$ cat src/rtl/mem_arbiter.sv
// Two-requester (instruction/data) arbiter in front of a single bus controller.
// Define ARB_ROUND_ROBIN_EN for round-robin tie-breaking; otherwise data wins ties.
module mem_arbiter (
  input  logic        clk,
  input  logic        nrst,
  input  logic        i_read,
  input  logic [1:0]  i_write,
  input  logic [31:0] i_addr,
  input  logic [31:0] i_store,
  input  logic        i_done,
  output logic        i_ready,
  output logic [31:0] i_load,
  input  logic        d_read,
  input  logic [1:0]  d_write,
  input  logic [31:0] d_addr,
  input  logic [31:0] d_store,
  input  logic        d_done,
  output logic        d_ready,
  output logic [31:0] d_load,
  output logic        m_read,
  output logic [1:0]  m_write,
  output logic [31:0] m_addr,
  output logic [31:0] m_store,
  output logic        m_done,
  input  logic        m_ready,
  input  logic [31:0] m_load,
  output logic [1:0]  gnt
);

  typedef enum logic {IDLE, BUSY} state_t;

  localparam logic [1:0] GNT_NONE = 2'b00;
  localparam logic [1:0] GNT_I    = 2'b01;
  localparam logic [1:0] GNT_D    = 2'b10;

  state_t      state_q, state_d;
  logic [1:0]  gnt_q, gnt_d;
  logic        rd_q, rd_d;
  logic [1:0]  wr_q, wr_d;
  logic [31:0] addr_q, addr_d;
  logic [31:0] store_q, store_d;
  logic        i_pend, d_pend, pick_d, done_sel, busy;
`ifdef ARB_ROUND_ROBIN_EN
  logic        ptr_q, ptr_d;  // 1: instruction side was granted most recently
`endif

  assign i_pend = i_read | (|i_write);
  assign d_pend = d_read | (|d_write);
  assign busy   = (state_q == BUSY);

  always_comb begin
    done_sel = 1'b0;
    if (gnt_q == GNT_I)      done_sel = i_done;
    else if (gnt_q == GNT_D) done_sel = d_done;
  end

  assign m_done  = busy & m_ready & done_sel;
  assign i_ready = busy & m_ready & (gnt_q == GNT_I);
  assign d_ready = busy & m_ready & (gnt_q == GNT_D);
  assign i_load  = m_load;
  assign d_load  = m_load;
  assign m_read  = rd_q;
  assign m_write = wr_q;
  assign m_addr  = addr_q;
  assign m_store = store_q;
  assign gnt     = gnt_q;

`ifdef ARB_ROUND_ROBIN_EN
  assign pick_d = (i_pend & d_pend) ? ptr_q : d_pend;
`else
  assign pick_d = d_pend;
`endif

  always_comb begin
    state_d = state_q;
    gnt_d   = gnt_q;
    rd_d    = rd_q;
    wr_d    = wr_q;
    addr_d  = addr_q;
    store_d = store_q;
`ifdef ARB_ROUND_ROBIN_EN
    ptr_d   = ptr_q;
`endif
    case (state_q)
      IDLE: begin
        if (i_pend | d_pend) begin
          state_d = BUSY;
          gnt_d   = pick_d ? GNT_D : GNT_I;
          rd_d    = pick_d ? d_read : i_read;
          // A simultaneous read and write is treated as a plain read.
          wr_d    = rd_d ? 2'b00 : (pick_d ? d_write : i_write);
          addr_d  = pick_d ? d_addr : i_addr;
          store_d = pick_d ? d_store : i_store;
`ifdef ARB_ROUND_ROBIN_EN
          ptr_d   = ~pick_d;
`endif
        end
      end
      BUSY: begin
        // Returning to IDLE for a cycle lets the controller drop its result.
        if (m_done) begin
          state_d = IDLE;
          gnt_d   = GNT_NONE;
          rd_d    = 1'b0;
          wr_d    = 2'b00;
        end
      end
      default: state_d = IDLE;
    endcase
  end

  always_ff @(posedge clk) begin
    if (!nrst) begin
      state_q <= IDLE;
      gnt_q   <= GNT_NONE;
      rd_q    <= 1'b0;
      wr_q    <= 2'b00;
      addr_q  <= 32'd0;
      store_q <= 32'd0;
`ifdef ARB_ROUND_ROBIN_EN
      ptr_q   <= 1'b1;
`endif
    end else begin
      state_q <= state_d;
      gnt_q   <= gnt_d;
      rd_q    <= rd_d;
      wr_q    <= wr_d;
      addr_q  <= addr_d;
      store_q <= store_d;
`ifdef ARB_ROUND_ROBIN_EN
      ptr_q   <= ptr_d;
`endif
    end
  end

endmodule

$ cat config.mk
export PLATFORM = sky130hd
export DESIGN_NAME = mem_arbiter
export DESIGN_NICKNAME = d
export VERILOG_FILES = /design/src/rtl/mem_arbiter.sv
export SDC_FILE = /design/constraint.sdc
export NUM_CORES = 1
export LEC_CHECK = 0
export ABC_AREA = 1
export ABC_CLOCK_PERIOD_IN_PS = 1800
export CORE_AREA = 2 2 118 120
export CTS_CLUSTER_DIAMETER = 40
export DETAILED_ROUTE_END_ITERATION = 8
export DIE_AREA = 0 0 120 122
export PLACE_DENSITY = 0.74
export SETUP_SLACK_MARGIN = 0.02
export SLEW_MARGIN = 20
export SYNTH_ARGS = -nofsm -noshare
export SYNTH_HDL_FRONTEND = slang
export SYNTH_SLANG_ARGS = --single-unit
$ cat constraint.sdc
create_clock -name clk -period 1.8 [get_ports clk]
set_input_delay 0.54 -clock clk [delete_from_list [all_inputs] [get_ports clk]]
set_output_delay 0.54 -clock clk [all_outputs]
set_load 0.01 [all_outputs]
==> flow_metrics.py <==
metrics = {
    "status": {
        "outcome": "completed",
    },
    "run": {
        "maxCapViolCount": 0,
    },
    "global_route": {
        "grt_pass1_vias": 3950,
        "grt_overflow": 0,
        "track_usage_pct": 16.5,
        "grt_max_degree": 71,
        "grt_pass1_wl_um": 19300,
        "grt_antenna_before_repair": 0,
    },
    "worst_setup_path": {
        "critPathLaunchType": "flop",
        "critPathTopFamily": "buffers and inverters",
        "critPathMaxFanout": 2,
        "worstPathBufferInverterCount": 1,
        "cp_slowest_cell": "clkdlybuf4s50_1",
        "endpoint_kind": "primary output",
        "worstPathArrival_ns": 1.21,
        "critical_path_class": "reg -> out",
        "crit_required_ns": 1.26,
        "max_stage_delay_ns": 0.54,
        "path_cells": "clkdlybuf4s50_1",
    },
    "timing": {
        "finalMaxSlewViolations": 0,
        "max_freq_mhz": 572,
        "setup_ws_ns": 0.0513,
        "skew_ns": 0.00737,
        "whs_ns": 0.473,
        "finalHoldViolations": 0,
        "fin_crit_sh_pct": 97.2,
        "tightest_slew_ns": 0.316,
        "setup_viol": 0,
        "rsz0062_at_grt": "true",
        "fin_crit_ns": 1.75,
        "max-slew-margin-rel_pct": 78.9,
    },
    "place": {
        "io_buffers": 210,
        "dp_hpwl_um": 8790,
        "routabilityCongestion": 0.821,
        "place_ws_ns": -0.560,
    },
    "drt": {
        "drc_errors": 0,
        "vias": 4197,
        "avgViaCountPerCell": 4.44,
        "routed_wl_um": 12600,
        "wire_per_inst_um": 13.3,
        "drtAntennaViolNets": 0,
        "detail_route.iter0.violations": 220,
        "dr.pass1.iters": 7,
    },
    "floorplanning": {
        "dieArea_mm2": 0.0146,
        "initial_core_util_pct": 30.2,
        "die_h_um": 122,
        "dieWidth_um": 120,
        "io_pins": 307,
        "num_rows": 43,
        "fp.coreArea_mm2": 0.0135,
    },
    "logic_synthesis": {
        "ys_types": 21,
        "ys_warn_count": 0,
        "yosysTopAreaCell": "dfxtp_1",
        "syn-mean-instance-area_um2": 6.52,
        "syn-cell-area_mm2": 0.00408,
        "ys_seq_elements": 70,
        "netlist_instances": 625,
        "syn_nets": 796,
        "synth.area.top_cells": "dfxtp_1 34%, nand2_1 19%, buf_4 12%, a21oi_1 8.3%, nor2_1 6.9%",
        "synth_top_area_share_pct": 34.4,
        "seq_area_frac_synth_pct": 34.4,
    },
    "cts": {
        "htree_num_levels": 3,
        "clk_pin_slew_worst_paths_ns": 0.06,
        "hold_buffers": 0,
        "cts_tree": "yes",
        "clockBufferDepth": 2,
        "cts_root_buffer": "clkbuf_16",
        "cts.sinks": 70,
        "clkLatencyLatePin_ns": 0.33,
        "cts_inserted_buffers": 9,
    },
    "power_and_ir_drop": {
        "p_switching_w": 0.00127,
        "clkPwrFrac_pct": 38.6,
        "p_leak_nw": 3.35,
        "max-vdd-ir-drop_mv": 0.460,
        "swShare_pct": 25.8,
        "power_per_cell_area_mw_per_mm2": 777,
        "comb_power_share_pct": 25.5,
        "p_int_w": 0.00366,
        "power.share.sequential_pct": 35.9,
    },
    "final_layout": {
        "n_antenna_cell": 0,
        "fin_nets": 932,
        "synthToLayoutAreaGrowth_pct": 55.4,
        "drive_gt1_share_pct": 7.05,
        "utilization_pct": 46.9,
    },
    "worst_hold_path": {
        "hold_class": "reg -> reg",
    },
}
==> final cells by class <==
cell class                      instances  area (um^2)
Clock buffer                           12          246
Clock inverter                          4         70.1
Fill cell                            1347         7170
Inverter                               15         58.8
Multi-Input combinational cell        432         1860
Sequential cell                        70         1400
Tap cell                              180          225
Timing Repair Buffer                  233         2470
==> layout by cell type (no fill, tap or decap), types with 3 or more instances in the layout <==
cell	instances
buf_2	4
nand3_1	9
buf_4	11
o21ai_0	31
inv_1	11
o21ai_1	33
dfxtp_1	68
clkdlybuf4s50_1	157
nand2_1	207
dlymetal6s2s_1	37
clkbuf_16	11
inv_2	3
nor2_1	75
buf_12	8
a21oi_1	68
dlygate4sd2_1	12
==> repair_timing <==
item | 4_1_cts | 5_1_grt
setup endpoints to repair | 12 | 102
pin swaps | 4 | 1
buffers inserted | 1 | 1
hold endpoints to repair | 0 | 0
gates cloned | 0 | 2
resized for setup | 29 | 47
==> flip-flops by register name, summed over array words and instances, names as in the netlist <==
signal and count:
m_addr 32, m_store 32, gnt 2, m_write 2
busy 1, m_read 1
==> metal layers <==
layer / share of wire [%] / wire length, um / track usage, %
met5: 0 / 0 / 0
met4: 3.7 / 461 / 10.4
met3: 6.6 / 839 / 4.35
met2: 49 / 6160 / 28.4
met1: 41 / 5160 / 17.9
==> cells in the mapped netlist <==
| cell type | n |
|---|---|
| dfxtp_1 | 70 |
| clkbuf_1 | 14 |
| buf_12 | 1 |
| inv_1 | 14 |
| buf_4 | 65 |
| o21ai_1 | 30 |
| nor2_4 | 1 |
| a21oi_1 | 68 |
| buf_6 | 14 |
| nor3_1 | 1 |
| nand2_1 | 208 |
| buf_2 | 13 |
| nand2_2 | 1 |
| nand3_1 | 10 |
| o21ai_0 | 34 |
| nand2_4 | 2 |
| buf_1 | 1 |
| a21boi_0 | 1 |
| nor2_1 | 75 |
| inv_2 | 1 |
| nand3b_1 | 1 |
==> worst reg2reg max path, cell delays in order, from the launching register on <==
cell	delay, ns
dfxtp_2	0.34
inv_1	0.07
nand3_1	0.07
nand2_1	0.08
nand3_2	0.08
buf_4	0.13
buf_4	0.16
nand2_1	0.09
nand2_1	0.06
inv_1	0.06
nor2_1	0.04
==> path summary, 6_finish.rpt <==
| path | start | to | slack (ns) | depth (start not counted) |
|---|---|---|---|---|
| hold reg to reg | m_store[5] | m_store[5] | 0.47 | 2 |
| setup reg to reg | gnt[0] | m_write[0] | 0.52 | 10 |
| setup / recovery | m_store[28] | m_store[28] | 0.05 | 1 |
| hold / removal | m_store[5] | m_store[5] | 0.47 | 2 |
==> logic make-up (layout without fill, tap and decap cells) <==
group                  Yosys count  after routing  synth area share [%]
and+or+nand+nor                299            299                  28.6
AOI/OAI and AO/OA              133            133                  16.4
buffers and inverters          123            264                  20.7
DFF                             70             70                  34.4
==> through the flow <==
stage	TNS (ns)	std cells	total power [W]	cell area [um^2]
after floorplan	0	625	0.00249	4080
after global placement	-17.84	926	0.00305	5860
after detailed placement	-19.47	926	0.00307	5860
after CTS	0	943	0.00498	6160
after global routing	0	946	0.00520	6340
final	0	946	0.00493	6340
==> power by group through the flow <==
stage | clock network [W] | registers, W | logic (W)
6_report | 0.00190 | 0.00177 | 0.00125
5_1_grt | 0.00203 | 0.00179 | 0.00138
4_1_cts | 0.00196 | 0.00177 | 0.00125
3_5_place_dp | 0 | 0.00181 | 0.00126
3_3_place_gp | 0 | 0.00180 | 0.00125
2_1_floorplan | 0 | 0.00188 | 0.000618
(Power assumes the default switching activity.)
==> variant 1: new RTL, config.mk and constraints unchanged <==
Build with the macro `ARB_ROUND_ROBIN_EN` defined.
--- a/src/rtl/mem_arbiter.sv
+++ b/src/rtl/mem_arbiter.sv
@@ -2,2 +2,4 @@
 // Define ARB_ROUND_ROBIN_EN for round-robin tie-breaking; otherwise data wins ties.
+`define ARB_ROUND_ROBIN_EN
+
 module mem_arbiter (
Check against the original RTL: not equivalent (a bounded check fails within 4 cycles, from zero or initial values and one cycle with nrst low).
==> variant 1 against the original RTL <==
- total power fell by 0.20%
- worst setup slack got worse by 12 ps
- combinational power rose by 22%
- design area rose by 1.9%
- via count rose by 2.7%
- first-iteration DRC count fell by 26%
- wire length rose by 9.5%
- sequential cell count rose by 1
- area after synthesis fell by 1.3%
- highest routed layer unchanged
==> variant 1: results (changes against the original RTL) <==
RUN_STATUS='complete, no violations'
POWER.NET_SWITCHING_mW=1.467  # +16%
WORST-R2R-CELL-COUNT=9  # -1
SEQUENTIAL_GROUP_SHARE_OF_TOTAL_POWER_PCT=36.6  # +0.7 points
CLOCK_SKEW_PS=5.759  # -1.609 ps
WHS_ENDPOINT='m_read'
VIAS_PER_CELL=4.576  # +3.2%
FIRST_GLOBAL_VIAS=3911  # -0.99%
USE_MET1_PCT=20.09  # +2.1 points
DESIGN.FINAL.NETS=928  # -0.43%
GRT_PASS1_WL_UM=19930  # +3.5%
FRACTION_OF_LAYOUT_INSTANCES_USING_A_DRIVE_STRENGTH_ABOVE_1_PCT=8.399  # +1.3 points
POST_DRT_WL_PER_CELL_UM=14.67  # +9.9%
SYNTH.TOP_CELLS.BY_AREA='sky130_fd_sc_hd__dfxtp_1, sky130_fd_sc_hd__nand2_1, sky130_fd_sc_hd__buf_4'
LAYOUT.CELLS.NON_FILLER=942  # -0.42%
POWER.LEAKAGE_nW=3.257  # -2.7%
GP_WEIGHTED_CONGESTION=0.7304  # -11%
POST_SYNTHESIS_AVERAGE_CELL_AREA_UM2=6.579  # +0.84%
DETAILEDPLACEMENTHPWL_UM=8938  # +1.7%
PRE_CTS_SLACK_PS=-573.9  # -13.76 ps
POST_SYNTHESIS_COMPOUND_GATE_AREA_FRACTION_PCT=9.789  # -6.6 points
CRITICAL_PATH.REG2REG.ENDPOINT='gnt[0]'
SETUP.REG_TO_REG.WORST_SLACK_PS=430  # -90 ps
INITIALDRTVIOLATIONCOUNT=163  # -26%
POST-PLACE-CELLS=915  # -1.2%
SYNTH.NET_COUNT=783  # -1.6%
-- variant 1: kinds of logic (layout without fill, tap and decap cells) --
kind of cell           after synthesis  after routing
AOI/OAI and AO/OA                   77             77
buffers and inverters              136            286
DFF                                 71             71
and+or+nand+nor                    328            328
-- variant 1: timing repair --
| action | 4_1_cts | 5_1_grt |
|---|---|---|
| resized for setup | 43 | 40 |
| pin swaps | 5 | 4 |
| gates cloned | 0 | 6 |
| endpoints found under the setup margin | 26 | 94 |
| setup buffers | 2 | 3 |
-- variant 1: cell type report --
class	instances	area, um2	share of cell area (%)
inverters	30	112.6	1.744
flip-flops and latches	71	1424	22.05
multi-input cells	405	1866	28.88
clock buffers	9	225.2	3.487
repair buffers	240	2566	39.73
clock inverters	7	40.04	0.6199
well taps	180	225.2	3.487
-- variant 1: worst max path at each step --
stage                      from     endpoint  slack [ps]  depth (start not counted)
floorplan            d_write[1]  m_store[10]         200                          8
global placement         i_done       m_done        -540                          4
detailed placement       d_done       m_done        -570                          4
CTS                  m_addr[12]   m_addr[12]          20                          1
global route         i_write[1]        ptr_q         -20                          8
finish              m_store[16]  m_store[16]          40                          1
-- variant 1: power groups by stage --
stage | sequential, mW | combinational, mW | clock, mW
finish | 1.80 | 1.52 | 1.60
global route | 1.82 | 1.66 | 1.71
CTS | 1.80 | 1.42 | 1.65
detailed placement | 1.84 | 1.44 | 0
global placement | 1.83 | 1.44 | 0
floorplan | 1.90 | 0.732 | 0
-- variant 1: metal layers --
layer  up-vias  wire, um
met1      1897      5821
met4         0       397
met3        33      1212
met5         -         0
li1       2177         -
met2       204      6387
==> variant 2: new RTL, config.mk and constraints unchanged <==
Made on the original files. `addr_q` no longer has a reset.
--- a/src/rtl/mem_arbiter.sv
+++ b/src/rtl/mem_arbiter.sv
@@ -117,3 +117,2 @@
       wr_q    <= 2'b00;
-      addr_q  <= 32'd0;
       store_q <= 32'd0;
@@ -127,3 +126,2 @@
       wr_q    <= wr_d;
-      addr_q  <= addr_d;
       store_q <= store_d;
@@ -135,2 +133,6 @@
 
+  always_ff @(posedge clk) begin
+    addr_q <= addr_d;
+  end
+
 endmodule
Check against the original RTL: not equivalent (a bounded check fails within 4 cycles, from zero or initial values and one cycle with nrst low).
==> variant 2 against the original RTL <==
- sequential cell count stayed put
- design area shrank 3.7%
- worst hold slack about the same
- total power increased by 1.8%
- sequential power is 7% higher
- wire length down 8.3%
- worst setup slack worse by 1.3 ps
- area after synthesis fell by 6.8%
==> variant 2: results (changes against the original RTL) <==
RUN_STATUS='complete, no violations'
PRE_CTS_SLACK_PS=-608.6  # -48.44 ps
DESIGN.FINAL.NETS=838  # -10%
POWER.LEAKAGE_nW=3.041  # -9.2%
MULTI_INPUT_AREA_SHARE_PCT=22.23  # -7.1 points
GP_WEIGHTED_CONGESTION=0.8021  # -2.3%
MAX_SLEW.WORST_PIN.SLEW_PS=282.4  # -33.46 ps
FINAL_UTIL_PCT=45.22  # -1.7 points
DRT-PASS1-ITER-COUNT=4  # -3
GRT_USE_TOTAL_PCT=15.36  # -1.1 points
P_SEQ_mW=1.89  # +7%
NETSWITCHINGFRACTION_PCT=23.63  # -2.1 points
LAYOUT.CELLS.NON_FILLER=852  # -9.9%
POWER_FRAC_CLOCK_PCT=40.1  # +1.5 points
GRT_MAX_DEGREE=40  # -44%
CRITICAL_PATH.REG2REG.ENDPOINT='m_addr[7]'
POST_DRT_WL_PER_CELL_UM=13.59  # +1.9%
CLOCK_TREE_AREA_FRACTION_PCT=5.532  # +0.54 points
MULTIINPUTGATEAREA_MM2=0.001358  # -27%
PLACE_AREA_MM2=0.005699  # -2.7%
WORST-R2R-CELL-COUNT=5  # -5
NETLIST_TOP_CELLS_COUNT='sky130_fd_sc_hd__nand2_1, sky130_fd_sc_hd__nor2_1, sky130_fd_sc_hd__buf_4'
FILLER_CELL_COUNT=1335  # -0.89%
ROUTED-WL-MET2_UM=5635  # -8.6%
WORST-PATH-MAX-FANOUT=1  # -1
GRT_PASS1_WL_UM=17280  # -10%
SETUP.REG_TO_REG.WORST_SLACK_PS=500  # -20 ps
DETAIL_ROUTE.WIRELENGTH.MET1_UM=4424  # -14%
INV_COUNT=16  # +1
ROUTE.MET3.WL_UM=987  # +18%
SYNTH.YOSYS.SEQ_AREA_SHARE_PCT=45.28  # +11 points
SEQUENTIAL_GROUP_SHARE_OF_TOTAL_POWER_PCT=37.7  # +1.8 points
SYNTH.TOP_CELLS.BY_AREA='sky130_fd_sc_hd__edfxtp_1, sky130_fd_sc_hd__nand2_1, sky130_fd_sc_hd__dfxtp_1'
DETAILEDPLACEMENTHPWL_UM=8868  # +0.90%
SH_SEQ_AREA_PCT=28.21  # +6.1 points
IR_WORST_VDD_mV=0.4249  # -7.6%
-- variant 2: worst max path at each step --
stage	endpoint	slack, ps	cells after the start	from
after global placement	m_done	-600	6	m_ready
after floorplan	m_addr[0]	180	7	d_write[0]
after detailed placement	m_done	-610	6	m_ready
final	m_addr[30]	50	1	m_addr[30]
after global routing	m_done	10	6	gnt[0]
after CTS	m_store[10]	20	1	m_store[10]
-- variant 2: kinds of logic (layout without fill, tap and decap cells) --
kind of cell | after synthesis | after routing | share of synthesized area [%]
compound gates | 37 | 37 | 4.936
buf+inv | 106 | 266 | 19.15
flops | 70 | 70 | 45.28
simple gates | 299 | 299 | 30.64
-- variant 2: what timing repair did --
| action | 4_1_cts | 5_1_grt |
|---|---|---|
| resized for setup | 24 | 28 |
| endpoints found under the setup margin | 10 | 62 |
| cloned | 0 | 1 |
| pin swaps | 4 | 0 |
| setup buffers | 0 | 0 |
